## src/rtl/cr16_controller.sv

```systemverilog
// -----------------------------------------------------------------------------
// cr16_controller
//
// Multicycle control unit for the CR16 processor. Each instruction is walked
// through FETCH -> DECODE -> (EXEC_R | EXEC_I | MEM_ADR.. | BRJ) -> FETCH, and
// every datapath strobe is decoded from the current state and the IR. The
// controller also owns the architectural flag register used by Bcond/Jcond.
//
// Ports
//   clk        in   1   rising-edge clock
//   reset      in   1   synchronous, active-high; returns FSM to FETCH,
//                       clears flags, forces all outputs low while high
//   ir         in  16   current instruction (valid from DECODE onward)
//   alu_flags  in   5   {C,Z,F,L,N} from the ALU
//   mem_ready  in   1   memory completes the current read/write this cycle
//   memread    out  1   memory read request (fetch or load)
//   memwrite   out  1   memory write request (store)
//   ir_mux     out  1   IR load enable
//   pcen       out  1   PC increment enable
//   branch     out  1   take PC-relative branch
//   jump       out  1   load PC from register
//   jal        out  1   write return PC to Rdest
//   regwrt     out  1   register file write enable
//   memtoreg   out  1   write-back source is memory data
//   im_mux     out  1   ALU B operand is immediate
//   pc_mux     out  1   ALU A operand is PC
//   alu_op     out  8   ALU operation code
//   state      out  4   current FSM state (debug)
// -----------------------------------------------------------------------------
module cr16_controller (
  input  logic        clk,
  input  logic        reset,
  input  logic [15:0] ir,
  input  logic [4:0]  alu_flags,
  input  logic        mem_ready,
  output logic        memread,
  output logic        memwrite,
  output logic        ir_mux,
  output logic        pcen,
  output logic        branch,
  output logic        jump,
  output logic        jal,
  output logic        regwrt,
  output logic        memtoreg,
  output logic        im_mux,
  output logic        pc_mux,
  output logic [7:0]  alu_op,
  output logic [3:0]  state
);

  typedef enum logic [3:0] {
    S_FETCH   = 4'd0,
    S_DECODE  = 4'd1,
    S_EXEC_R  = 4'd2,
    S_EXEC_I  = 4'd3,
    S_MEM_ADR = 4'd4,
    S_MEM_RD  = 4'd5,
    S_MEM_WB  = 4'd6,
    S_MEM_WR  = 4'd7,
    S_BRJ     = 4'd8
  } state_e;

  // Primary opcodes
  localparam logic [3:0] OP_RTYPE = 4'b0000;
  localparam logic [3:0] OP_ANDI  = 4'b0001;
  localparam logic [3:0] OP_ORI   = 4'b0010;
  localparam logic [3:0] OP_XORI  = 4'b0011;
  localparam logic [3:0] OP_MEMJ  = 4'b0100;
  localparam logic [3:0] OP_ADDI  = 4'b0101;
  localparam logic [3:0] OP_SUBI  = 4'b1001;
  localparam logic [3:0] OP_CMPI  = 4'b1011;
  localparam logic [3:0] OP_BCOND = 4'b1100;
  localparam logic [3:0] OP_MOVI  = 4'b1101;

  // Extended codes under opcode 0100
  localparam logic [3:0] EXT_LOAD = 4'b0000;
  localparam logic [3:0] EXT_STOR = 4'b0100;
  localparam logic [3:0] EXT_JAL  = 4'b1000;
  localparam logic [3:0] EXT_JCND = 4'b1100;

  // ALU op codes that update the flag register
  localparam logic [3:0] ALU_ADD  = 4'b0101;
  localparam logic [3:0] ALU_SUB  = 4'b1001;
  localparam logic [3:0] ALU_CMP  = 4'b1011;

  // Pass-B operation used to forward the address register in MEM_ADR
  localparam logic [7:0] ALU_PASSB = 8'h0D;

  state_e      state_q, state_d;
  logic [4:0]  flags_q, flags_d;

  logic [3:0]  opcode;
  logic [3:0]  rdest;
  logic [3:0]  ext;
  logic        unused_rsrc;

  assign opcode = ir[15:12];
  assign rdest  = ir[11:8];
  assign ext    = ir[7:4];

  // The rsrc/immediate field is consumed only by the datapath.
  assign unused_rsrc = ^ir[3:0];

  // ALU ops whose result flags become architectural.
  function automatic logic sets_flags(input logic [3:0] op);
    return (op == ALU_ADD) || (op == ALU_SUB) || (op == ALU_CMP);
  endfunction

  // Condition code evaluation on the stored flags {C,Z,F,L,N}.
  function automatic logic cond_true(input logic [3:0] cc, input logic [4:0] f);
    logic c, z, fl, l, n;
    c  = f[4];
    z  = f[3];
    fl = f[2];
    l  = f[1];
    n  = f[0];
    case (cc)
      4'b0000: return z;            // EQ
      4'b0001: return !z;           // NE
      4'b0010: return c;            // CS
      4'b0011: return !c;           // CC
      4'b0100: return l;            // HI
      4'b0110: return n;            // GT
      4'b0111: return !n;           // LE
      4'b1000: return fl;           // FS
      4'b1001: return !fl;          // FC
      4'b1010: return !l && !z;     // LO
      4'b1110: return 1'b1;         // UC
      default: return 1'b0;
    endcase
  endfunction

  // State and flag registers
  always_ff @(posedge clk) begin
    if (reset) begin
      state_q <= S_FETCH;
      flags_q <= 5'b0;
    end else begin
      state_q <= state_d;
      flags_q <= flags_d;
    end
  end

  // Next-state and strobe decode
  always_comb begin
    state_d  = state_q;
    flags_d  = flags_q;
    memread  = 1'b0;
    memwrite = 1'b0;
    ir_mux   = 1'b0;
    pcen     = 1'b0;
    branch   = 1'b0;
    jump     = 1'b0;
    jal      = 1'b0;
    regwrt   = 1'b0;
    memtoreg = 1'b0;
    im_mux   = 1'b0;
    pc_mux   = 1'b0;
    alu_op   = 8'h00;
    state    = 4'(state_q);

    case (state_q)
      S_FETCH: begin
        // Request stays up while waiting; IR/PC only move on completion.
        memread = 1'b1;
        ir_mux  = mem_ready;
        pcen    = mem_ready;
        if (mem_ready) state_d = S_DECODE;
      end

      S_DECODE: begin
        case (opcode)
          OP_RTYPE: state_d = S_EXEC_R;
          OP_ANDI, OP_ORI, OP_XORI, OP_ADDI,
          OP_SUBI, OP_CMPI, OP_MOVI: state_d = S_EXEC_I;
          OP_MEMJ: begin
            if (ext == EXT_LOAD || ext == EXT_STOR)     state_d = S_MEM_ADR;
            else if (ext == EXT_JCND || ext == EXT_JAL) state_d = S_BRJ;
            else                                        state_d = S_FETCH;
          end
          OP_BCOND: state_d = S_BRJ;
          default:  state_d = S_FETCH;   // NOP / undefined
        endcase
      end

      S_EXEC_R: begin
        alu_op = {4'b0000, ext};
        regwrt = (ext != ALU_CMP);
        if (sets_flags(ext)) flags_d = alu_flags;
        state_d = S_FETCH;
      end

      S_EXEC_I: begin
        alu_op = {4'b0000, opcode};
        im_mux = 1'b1;
        regwrt = (opcode != OP_CMPI);
        if (sets_flags(opcode)) flags_d = alu_flags;
        state_d = S_FETCH;
      end

      S_MEM_ADR: begin
        alu_op  = ALU_PASSB;
        state_d = (ext == EXT_STOR) ? S_MEM_WR : S_MEM_RD;
      end

      S_MEM_RD: begin
        memread = 1'b1;
        if (mem_ready) state_d = S_MEM_WB;
      end

      S_MEM_WB: begin
        regwrt   = 1'b1;
        memtoreg = 1'b1;
        state_d  = S_FETCH;
      end

      S_MEM_WR: begin
        memwrite = 1'b1;
        if (mem_ready) state_d = S_FETCH;
      end

      S_BRJ: begin
        if (opcode == OP_BCOND) begin
          branch = cond_true(rdest, flags_q);
        end else if (ext == EXT_JAL) begin
          // JAL is unconditional: link and jump through the register.
          jump   = 1'b1;
          jal    = 1'b1;
          regwrt = 1'b1;
          pc_mux = 1'b1;
        end else begin
          jump = cond_true(rdest, flags_q);
        end
        state_d = S_FETCH;
      end

      default: state_d = S_FETCH;   // unreachable encodings recover
    endcase

    // Reset silences every output so an aborted instruction never
    // issues a partial write.
    if (reset) begin
      memread  = 1'b0;
      memwrite = 1'b0;
      ir_mux   = 1'b0;
      pcen     = 1'b0;
      branch   = 1'b0;
      jump     = 1'b0;
      jal      = 1'b0;
      regwrt   = 1'b0;
      memtoreg = 1'b0;
      im_mux   = 1'b0;
      pc_mux   = 1'b0;
      alu_op   = 8'h00;
      state    = 4'd0;
    end
  end

endmodule

```

## config.mk

```make
export PLATFORM = sky130hd
export DESIGN_NAME = cr16_controller
export DESIGN_NICKNAME = d
export VERILOG_FILES = /design/src/rtl/cr16_controller.sv
export SDC_FILE = /design/constraint.sdc
export NUM_CORES = 1
export LEC_CHECK = 0
export BUFFER_PORTS_ARGS = -buffer_cell sky130_fd_sc_hd__buf_2
export CAP_MARGIN = 20
export CORE_MARGIN = 10
export CORE_UTILIZATION = 30
export DETAILED_ROUTE_END_ITERATION = 6
export SLEW_MARGIN = 15
export SYNTH_ARGS = -nofsm -noshare
export SYNTH_HDL_FRONTEND = slang
export SYNTH_SLANG_ARGS = --single-unit
```

## constraint.sdc

```tcl
create_clock -name clk -period 3 [get_ports clk]
set_clock_uncertainty 0.05 [all_clocks]
set_input_delay 0.3 -clock clk [delete_from_list [all_inputs] [get_ports clk]]
set_output_delay 0.3 -clock clk [all_outputs]
set_load 0.02 [all_outputs]
```

---- Yosys cells after proc, flatten, opt, wreduce, memory -nomap -nowiden ----
Index checks and enable logic that the tools add are counted.
cells by class
  reductions and logical operators ........ 21
  eq/ne operators ......................... 40
  multiplexer cells ....................... 38
operators by type and width
  kind                                                  number
  equality test 4 bit (second input constant)           13
  equality test 4 x 3 -> 1 bit (second input constant)  11
  equality test 4 x 2 -> 1 bit (second input constant)  6
  two-way mux 4 bit                                     6
  two-way mux 1 bit                                     22
  one-hot mux 4 bit (5 select lines)                    1
  zero test 4 bit                                       4
  one-hot mux 4 bit (4 select lines)                    1
  equality test 4 x 1 -> 1 bit (second input constant)  3
  one-hot mux 4 bit (3 select lines)                    1
  one-hot mux 1 bit (11 select lines)                   1
  two-way mux 5 bit                                     2
  inequality test 2 bit (second input constant)         5
  one-hot mux 5 bit (2 select lines)                    1
  two-way mux 8 bit                                     1
  inequality test 4 bit (second input constant)         2
  OR reduction 7 bit                                    1
  logical OR 1 bit                                      6
  AND reduction 3 bit                                   2
  zero test 1 bit                                       5
  one-hot mux 1 bit (4 select lines)                    1
  two-way mux 2 bit                                     1
  nonzero test 2 bit                                    1
  OR reduction 2 bit                                    1
  logical AND 1 bit                                     1
word-level totals
  output and inout port bits .............. 23
  register bits ........................... 9
  word-level logic and storage cells ...... 101

---- Longest topological paths before layout ----
Gate-level depths: netlist of the first run.
  word-level depth ........................ 7
  gate-level depth with buffers ........... 5
  gate-level depth less buffers ........... 4

---- Worst setup path before layout of the first run ----
No wires, ideal clock.
  kind .................................... register to output
  from .................................... register state_q[3]
  to ...................................... output port pc_mux
  data arrival time ....................... 1,578 ps
  path buffers ............................ 1
  slack ................................... 1,072 ps
  cell stages (with the launch flop) ...... 5
  cells stage by stage .................... dfxtp_1 -> nor2b_1 -> nand3_1 -> nor2_1 -> buf_4
between the ends
  word-level cells in the longest chain between the ends .. 3
ends and longest elaborated chain
  element                         line  RTL
  start, declared                 89    state_e state_q, state_d;
  start signal, assigned          139   state_q <= state_d;
  equality test 4 bit             -
  two-way mux 1 bit (2 in a row)  -
  end, declared                   46    output logic pc_mux,
Every way passes these cells.

---- Worst setup path in the final report of the first run ----
  from .................................... register state_q[0]
  to ...................................... output port jal
between the ends
  word-level cells in the longest chain between the ends .. 3
ends and longest elaborated chain
  element              line  RTL
  equality test 4 bit  162   case (state_q)
  two-way mux 1 bit    162
  two-way mux 1 bit    242   if (reset) begin
  end, declared        42    output logic jal,
Every way passes these cells.

==> reports/results.tsv, run 1 <==
metric	value	unit
netSwitchingFraction	34.94	%
status	finished clean	
cts_tree	done	
vias	1016	
tightest_slew	0.6412	ns
synth.most_common_cell	nand2b_1	
avgSynthCellArea	7.393	um^2
cellLeakagePower	0.5112	nW
antenna_found_initial	0	
crit_type	flop to output port	
grt_max_degree	22	
port_buffers	38	
synth_top_area_share	18.60	%
synth-seq-cells	9	
drtIter0Drc	34	
startpoint_type	flop	
setup_viol	0	
dieArea	5901	um^2
cts_setup_buffers	0	
power_density	283.3	nW/um^2
peakVddDrop	0.0001123	V
combPwrFrac	31.5	%
yosys_most_used_dff	dfxtp_1	
relSlewSlack	57.19	%
rsz0062_at_grt	no	
cap_violations	0	
cts_hold_buf	0	
syn_inst	131	
synth_largest_area_cell	dfxtp_1	
clock-root-buffer	clkbuf_4	
final.setup.tns	0	ns
cts.clk_slew.worst_paths	0.06	ns
dpl_worst_slack	1.042	ns
wl_per_cell	13.75	um
clock_sinks	9	
worst_slack	0.7515	ns
drive_gt1_share	28.05	%
netlist_area	968.4	um^2
drc	0	
h-tree-depth	1	
grt_pass1_vias	1036	
p_clk_share	28.4	%
power	0.0003346	W
die_y	76.82	um
hold_viol_final	0	
crit_fanout	19	
antenna_left	0	
seq_area_frac_synth	18.60	%
cts_buffer_depth	2	
clk-insertion-delay-late	0.26	ns
p_int	0.0002177	W
pin_count	47	
initial_core_util	31.46	%
gp_congestion	0.7823	
std_cell_rows	20	
synthTopCellsByArea	dfxtp_1 (19%), nand2b_1 (8.4%), mux2i_1 (7.2%), buf_4 (4.7%), o21a_1 (4.7%)	
async_flop_share	0	%
dr.pass1.iters	4	
required	2.65	ns
holdCritPathClass	input pin to flop	
fill_cells	345	
core	3078	um^2
cts_inserted_buffers	3	
slew_violations	0	
finalNetCount	189	
grtUsageTotal	9.549	%
grt_overflow	0	
endpoint_kind	output port	
min_period_over_period	74.95	%
syn2layout_area_growth	21.96	%
cts_resized	0	
wirelength	2859	um
max_freq	444.8	MHz
power_frac_seq	40.1	%
fin_crit	2.248	ns
via_per_inst	4.885	
ys_warn_count	0	
n_antenna_cell	0	
grt_pass1_wl	4781	um
synth_common_cells	nand2b_1 (13), nand2_1 (11), nor2_1 (10)	
switching_power	0.0001169	W
cp.arrival	1.90	ns
synth_cell_types	42	
hpwlAfterDp	2284	um
die_w	76.82	um
synth_edf_count	0	
[layer usage]
layer | part of all wire [%] | global-route usage (%) | wire length (um)
met1 | 49 | 11.46 | 1408
met2 | 44 | 14.92 | 1268
met3 | 5.6 | 3.497 | 159
met4 | 0.80 | 3.903 | 23
met5 | 0 | 0 | 0
[cell usage in the layout (no fill, tap or decap), types with 2 or more instances in the layout]
| cell | count |
|---|---|
| buf_2 | 38 |
| conb_1 | 4 |
| nor3b_1 | 4 |
| nand3b_1 | 2 |
| mux2i_1 | 7 |
| a21oi_1 | 6 |
| nor2_1 | 10 |
| o21a_1 | 6 |
| clkbuf_4 | 3 |
| nand2b_1 | 13 |
| nand2_1 | 11 |
| nor3_1 | 7 |
| nor2b_1 | 6 |
| inv_1 | 3 |
| xor2_1 | 3 |
| dfxtp_1 | 9 |
| and3_1 | 6 |
| o21ai_1 | 2 |
| nand3_1 | 2 |
[cell families (layout without fill, tap and decap cells)]
| logic type | count (synthesis) | in the layout | synth area share [%] |
|---|---|---|---|
| other | 1 | 4 | 0.3872 |
| muxes | 7 | 7 | 7.235 |
| and+or+nand+nor | 66 | 66 | 38.50 |
| AOI/OAI and AO/OA | 30 | 30 | 24.16 |
| buffers and inverters | 15 | 45 | 8.397 |
| xor gates and xnor gates | 3 | 3 | 2.714 |
| DFF | 9 | 9 | 18.60 |
[path summary, 6_finish.rpt]
kind | startpoint | to | slack [ns] | cells after the start
hold reg to reg | flags_q[2] | flags_q[2] | 0.44 | 2
setup reg to reg | state_q[0] | state_q[2] | 1.28 | 4
setup / recovery | state_q[0] | jal | 0.75 | 4
hold / removal | alu_flags[0] | flags_q[0] | 0.25 | 3
[registers in the layout (all words and copies together), names as in the netlist]
name / cells
state_q: 4
flags_q: 5
[layout make-up]
cell class | instances | area (um^2) | area share (%)
clock buffers | 4 | 26.28 | 2.225
inverters | 3 | 11.26 | 0.9534
multi-input cells | 110 | 718.2 | 60.81
flip-flops and latches | 9 | 180.2 | 15.25
well taps | 44 | 55.05 | 4.661
repair buffers | 38 | 190.2 | 16.10
[worst max-delay path: stages, from the launching register on]
cell	delay, ns
dfxtp_1	0.51
nor3_1	0.60
nand3_1	0.17
nor2_1	0.17
buf_2	0.19
[stage by stage]
stage	utilization [%]	hold WS, ns	std cells	cell area, um^2
floorplan	-	0.3979	134	979.7
global placement	37.52	0.4183	204	1155
detailed placement	37.52	0.4324	204	1155
CTS	38.37	0.2441	208	1181
global route	38.37	0.2447	208	1181
finish	38.37	0.2498	208	1181
[power groups by stage]
| stage | Clock, W | Sequential (W) | Combinational [W] |
|---|---|---|---|
| floorplan | 0 | 0.000126 | 0.0000825 |
| CTS | 0.0000996 | 0.000134 | 0.000106 |
| finish | 0.0000949 | 0.000134 | 0.000105 |
| detailed placement | 0 | 0.000137 | 0.000105 |
| global placement | 0 | 0.000136 | 0.000103 |
| global route | 0.000108 | 0.000136 | 0.000117 |
Power figures use the tool's default switching activity.
==> inputs of run 2 (changes only) <==
- ABC_AREA: default -> 1
- clock period: 3 -> 1.9 ns (I/O delays scaled with it)
==> reports/results.tsv, run 2 <==
metric	value	unit	change
status	finished clean		unchanged
required	1.66	ns	was 2.65 ns
combPwrFrac	34.0	%	was 31.5%
p_clk_share	26.7	%	was 28.4%
seq_area_frac_synth	17.82	%	was 18.60%
grt_pass1_wl	4968	um	was 4781 um
std_cell_rows	21		was 20
drc	0		unchanged
rsz0062_at_grt	yes		was no
antenna_found_initial	0		unchanged
path_delay_family	simple AND/OR/NAND/NOR gates		unchanged
yosys_most_used_dff	dfxtp_1		unchanged
fin_crit	1.803	ns	
endpoint_kind	output port		unchanged
dp_cells	268		was 204
dieArea	6092	um^2	was 5901 um^2
cap_violations	0		unchanged
max_freq	554.6	MHz	
die_y	78.05	um	was 76.82 um
cts_inserted_buffers	3		unchanged
critPathLaunch	state_q[2]		was state_q[0]
cts.clk_slew.worst_paths	0.06	ns	about the same
power	0.0005313	W	was 0.0003346 W
clock-root-buffer	clkbuf_4		unchanged
synth_largest_area_cell	nand2_1		was dfxtp_1
cp.arrival	1.56	ns	was 1.90 ns
setup_viol	0		unchanged
cts_tree	done		unchanged
synth_edf_count	0		unchanged
power_frac_seq	39.3	%	was 40.1%
syn2layout_area_growth	27.35	%	was 21.96%
netSwitchingFraction	36.00	%	was 34.94%
avgSynthCellArea	5.349	um^2	was 7.393 um^2
use_met3	2.961	%	was 3.497%
slew_violations	0		unchanged
holdCritPathClass	input pin to flop		unchanged
p_int	0.0003400	W	was 0.0002177 W
pin_count	47		unchanged
hold_viol_final	0		unchanged
synth_cell_types	24		was 42
synth.most_common_cell	nand2_1		was nand2b_1
endpoint	regwrt		was jal
ys_warn_count	0		unchanged
grtUsageTotal	9.535	%	was 9.549%
grt_max_degree	15		was 22
antenna_left	0		unchanged
startpoint_type	flop		unchanged
wl_per_cell	10.69	um	was 13.75 um
layout_commonest_cell	nand2_1		was buf_2
top_usage_layer	met2		unchanged
worst-path-stages	10		was 4
cts_hold_buf	0		unchanged
largest_reg_flops	5		unchanged
synth_top_area_share	18.94	%	was 18.60%
mostFrequentLayoutCells	nand2_1 (50), buf_2 (37), nor2_1 (32)		was buf_2 (38), nand2b_1 (13), nand2_1 (11)
port_buffers	38		unchanged
core	3284	um^2	was 3078 um^2
async_flop_share	0	%	unchanged
synthTopCellsByArea	nand2_1 (19%), dfxtp_1 (18%), nor2_1 (13%), inv_1 (10%), nand3_1 (7.4%)		was dfxtp_1 (19%), nand2b_1 (8.4%), mux2i_1 (7.2%), buf_4 (4.7%), o21a_1 (4.7%)
r2r_start	state_q[2]		was state_q[0]
top_register	flags_q		unchanged
dr.pass1.iters	4		unchanged
initial_core_util	30.78	%	was 31.46%
grt_pass1_vias	1158		was 1036
crit_top_cell	nand2_1		
stdcell_count	275		was 208
synth-seq-cells	9		unchanged
clk-insertion-delay-late	0.25	ns	was 0.26 ns
final.setup.tns	0	ns	unchanged
via_per_inst	4.407		was 4.885
grtUsageMet2	16.20	%	was 14.92%
switching_power	0.0001913	W	was 0.0001169 W
finalNetCount	254		was 189
crit_slowest_cell	dfxtp_2		was nor3_1
r2r_cells	8		was 4
syn_inst	189		was 131
crit_path_max_incr_delay	0.34	ns	was 0.60 ns
cts_buffer_depth	2		unchanged
n_antenna_cell	0		unchanged
drive_gt1_share	27.51	%	was 28.05%
top_regs	flags_q: 5 flops, state_q: 4 flops		unchanged
synth_common_cells	nand2_1 (51), nor2_1 (34), inv_1 (28)		was nand2b_1 (13), nand2_1 (11), nor2_1 (10)
reg2reg_to	state_q[2]		unchanged
wirelength	2941	um	was 2859 um
h-tree-depth	1		unchanged
clock_sinks	9		unchanged
peakVddDrop	0.0002374	V	was 0.0001123 V
cellLeakagePower	0.7485	nW	was 0.5112 nW
gp_congestion	0.8309		was 0.7823
die_w	78.05	um	was 76.82 um
reg2reg_slack	0.38	ns	was 1.28 ns
hold_ws	0.09257	ns	was 0.2498 ns
path_cells	nor2_4, buf_6, nand3_1, nand2_1, inv_1, nor2_1, nand2_1, nand2_1, a21oi_1, buf_4		was nor3_1, nand3_1, nor2_1, buf_2
hpwlAfterDp	2488	um	was 2284 um
power_density	412.7	nW/um^2	was 283.3 nW/um^2
met1_usage	10.86	%	was 11.46%
vias	1212		was 1016
crit_fanout	7		was 19
grt_overflow	0		unchanged
drtIter0Drc	72		was 34
crit_type	flop to output port		unchanged
min_period_over_period	94.90	%	
post-route-util	39.20	%	was 38.37%
cp_num_buf_inv	3		was 1
netlist_area	1011	um^2	was 968.4 um^2
[run 2: area by class of cell]
type	count	area (um^2)
timing repair buffer	41	219.0
fill	380	1997
inverter	31	116.4
tap	46	57.56
multi-input combinational	144	680.7
clock buffer	4	26.28
sequential	9	187.7
[run 2: worst register-to-register path: stages (launching register included)]
cell and delay, ns:
dfxtp_2 0.34, nor2_4 0.22, buf_6 0.14, buf_4 0.09, nand2_1 0.09, a21oi_1 0.25
nor2_1 0.10, nand2_1 0.08, nand2_1 0.05
[run 2: cells by family (layout without fill, tap and decap cells)]
family | after synthesis | in the layout | synth area share [%]
simple gates | 119 | 119 | 53.46
flops | 9 | 9 | 17.82
other cells | 1 | 4 | 0.3709
buf+inv | 39 | 76 | 16.71
compound gates | 21 | 21 | 11.63
[run 2: power by group through the flow]
stage          clock network (W)  registers (W)  logic [W]
6_report                0.000142       0.000209   0.000181
5_1_grt                 0.000161       0.000212   0.000205
4_1_cts                 0.000148       0.000206   0.000178
3_5_place_dp                   0       0.000210   0.000177
3_3_place_gp                   0       0.000210   0.000177
2_1_floorplan                  0       0.000208   0.000126
[run 2: timing repair]
item / in CTS / in global routing
buffers inserted: 0 / 3
resized for setup: 0 / 10
setup endpoints to repair: 0 / 7
[run 2: how the worst min path moves through the flow]
stage / start / endpoint / slack [ns] / cells after the start
final: alu_flags[2] / flags_q[2] / 0.09 / 3
after CTS: alu_flags[2] / flags_q[2] / 0.09 / 3
after global routing: alu_flags[1] / flags_q[1] / 0.1 / 3
after floorplan: alu_flags[0] / flags_q[0] / 0.26 / 2
after detailed placement: alu_flags[4] / flags_q[4] / 0.35 / 3
after global placement: alu_flags[2] / flags_q[2] / 0.35 / 3
[run 2: metal layers]
metal,vias up,part of all wire (%)
li1,669,-
met1,521,45
met2,20,48
met3,2,7.0
met4,0,0.58
met5,-,0
[run 2: metrics by stage]
step,worst slack (ns),instance area [um^2]
3_3_place_gp,0.2978,1217
3_5_place_dp,0.2852,1217
2_1_floorplan,0.3052,1022
6_report,0.09698,1287
4_1_cts,0.002709,1244
5_1_grt,-0.02737,1287
==> inputs of run 3 (changes only) <==
- BUFFER_PORTS_ARGS: -buffer_cell sky130_fd_sc_hd__buf_2 -> default
- DONT_BUFFER_PORTS: default -> 1
==> reports/results.tsv, run 3 (synthesis results as in run 2) <==
metric	value	unit	change
status	finished clean		unchanged
via_per_inst	4.657		was 4.407
combPwrFrac	29.5	%	was 34.0%
dpl_worst_slack	0.2657	ns	was 0.2852 ns
endpoint	regwrt		unchanged
required	1.66	ns	about the same
startpoint_type	flop		unchanged
crit_top_cell	nand2_1		unchanged
clock_sinks	9		unchanged
p_int	0.0003277	W	was 0.0003400 W
cts.clk_slew.worst_paths	0.06	ns	about the same
initial_core_util	30.78	%	unchanged
grt_pass1_wl	4692	um	was 4968 um
mostFrequentLayoutCells	nand2_1 (50), nor2_1 (32), inv_1 (28)		was nand2_1 (50), buf_2 (37), nor2_1 (32)
finalNetCount	224		was 254
dieArea	6092	um^2	unchanged
drtIter0Drc	61		was 72
setup_viol	0		unchanged
std_cell_rows	21		unchanged
clk-insertion-delay-late	0.25	ns	about the same
grt_overflow	0		unchanged
wl_per_cell	11.41	um	was 10.69 um
fin_crit	1.754	ns	was 1.803 ns
reg2reg_to	flags_q[0]		was state_q[2]
dr.pass1.iters	4		unchanged
hpwlAfterDp	2413	um	was 2488 um
core	3284	um^2	unchanged
antenna_left	0		unchanged
cts_buffer_depth	2		unchanged
power_frac_seq	42.6	%	was 39.3%
reg2reg_slack	0.46	ns	was 0.38 ns
p_clk_share	27.9	%	was 26.7%
min_period_over_period	92.29	%	was 94.90%
r2r_cells	8		unchanged
netSwitchingFraction	33.38	%	was 36.00%
power_density	425.9	nW/um^2	was 412.7 nW/um^2
rsz0062_at_grt	no		was yes
n_antenna_cell	0		unchanged
largest_reg_flops	5		unchanged
path_cells	nor2_4, buf_4, nand3_1, nand2_1, nor2_1, nand2_1, nand2_1, a21oi_1, buf_4		was nor2_4, buf_6, nand3_1, nand2_1, inv_1, nor2_1, nand2_1, nand2_1, a21oi_1, buf_4
cap_violations	0		unchanged
cp.arrival	1.51	ns	was 1.56 ns
gp_congestion	0.8431		was 0.8309
grt_pass1_vias	1068		was 1158
h-tree-depth	1		unchanged
max_freq	570.3	MHz	was 554.6 MHz
crit_slowest_cell	dfxtp_1		was dfxtp_2
post-route-util	35.16	%	was 39.20%
worst-path-stages	9		was 10
worst_slack	0.1465	ns	was 0.09698 ns
cp_num_buf_inv	2		was 3
holdCritPathClass	input pin to flop		unchanged
drive_gt1_share	15.08	%	was 27.51%
cts_inserted_buffers	3		unchanged
vias	1141		was 1212
r2r_start	state_q[2]		unchanged
crit_path_max_incr_delay	0.35	ns	was 0.34 ns
final.setup.tns	0	ns	unchanged
cellLeakagePower	0.6086	nW	was 0.7485 nW
cts_tree	done		unchanged
endpoint_kind	output port		unchanged
drc	0		unchanged
syn2layout_area_growth	14.23	%	was 27.35%
peakVddDrop	0.0001718	V	was 0.0002374 V
die_y	78.05	um	unchanged
grt_max_degree	15		unchanged
port_buffers	0		was 38
switching_power	0.0001642	W	was 0.0001913 W
die_w	78.05	um	unchanged
layout_commonest_cell	nand2_1		unchanged
pin_count	47		unchanged
hold_viol_final	0		unchanged
slew_violations	0		unchanged
grtUsageTotal	9.044	%	was 9.535%
crit_type	flop to output port		unchanged
top_regs	flags_q: 5 flops, state_q: 4 flops		unchanged
critPathLaunch	state_q[2]		unchanged
path_delay_family	simple AND/OR/NAND/NOR gates		unchanged
antenna_found_initial	0		unchanged
top_register	flags_q		unchanged
clock-root-buffer	clkbuf_4		unchanged
crit_fanout	5		was 7
wirelength	2796	um	was 2941 um
[run 3: power groups by stage]
stage                     Clock (W)  Combinational [W]  Sequential (W)
after floorplan                   0           0.000126        0.000208
after global placement            0           0.000140        0.000210
after detailed placement          0           0.000140        0.000211
after CTS                  0.000149           0.000143        0.000208
after global routing       0.000156           0.000165        0.000210
final                      0.000137           0.000145        0.000210
[run 3: stage by stage]
step	instance area [um^2]	power (W)	cells	hold WS (ns)
floorplan	1022	0.0003344	192	0.2607
global placement	1080	0.0003503	237	0.2335
detailed placement	1080	0.0003511	237	0.2351
CTS	1117	0.0004988	242	0.002174
global route	1155	0.0005317	245	0.003699
finish	1155	0.0004918	245	0.01073
[run 3: how the worst min path moves through the flow]
stage                 endpoint  slack, ns          from  cells after the start
floorplan           flags_q[0]       0.26  alu_flags[0]                      2
global placement    state_q[3]       0.23         reset                      1
detailed placement  state_q[3]       0.24         reset                      1
CTS                 flags_q[1]      0.002  alu_flags[1]                      2
global route        flags_q[0]      0.004  alu_flags[0]                      2
finish              flags_q[4]       0.01  alu_flags[4]                      2
[run 3: layer usage]
layer  track usage, %  vias up  share of wire, %
li1                 -      605                 -
met1            9.941      504                43
met2            15.05       28                48
met3            3.759        4               7.8
met4            3.763        0               1.3
met5                0        -                 0
[run 3: repair_timing]
| item | 4_1_cts | 5_1_grt |
|---|---|---|
| hold buffers | 1 | 1 |
| pin swaps | 0 | 1 |
| endpoints found under the hold margin | 1 | 1 |
| buffers inserted | 0 | 2 |
| resized for setup | 1 | 6 |
| setup endpoints to repair | 1 | 4 |
[run 3: cell type report]
cell class	instances	area, um^2
clock buffers	4	26.28
fillers	384	2130
inverters	31	116.4
multi-input cells	144	680.7
flip-flops and latches	9	186.4
well taps	46	57.56
repair buffers	11	87.58
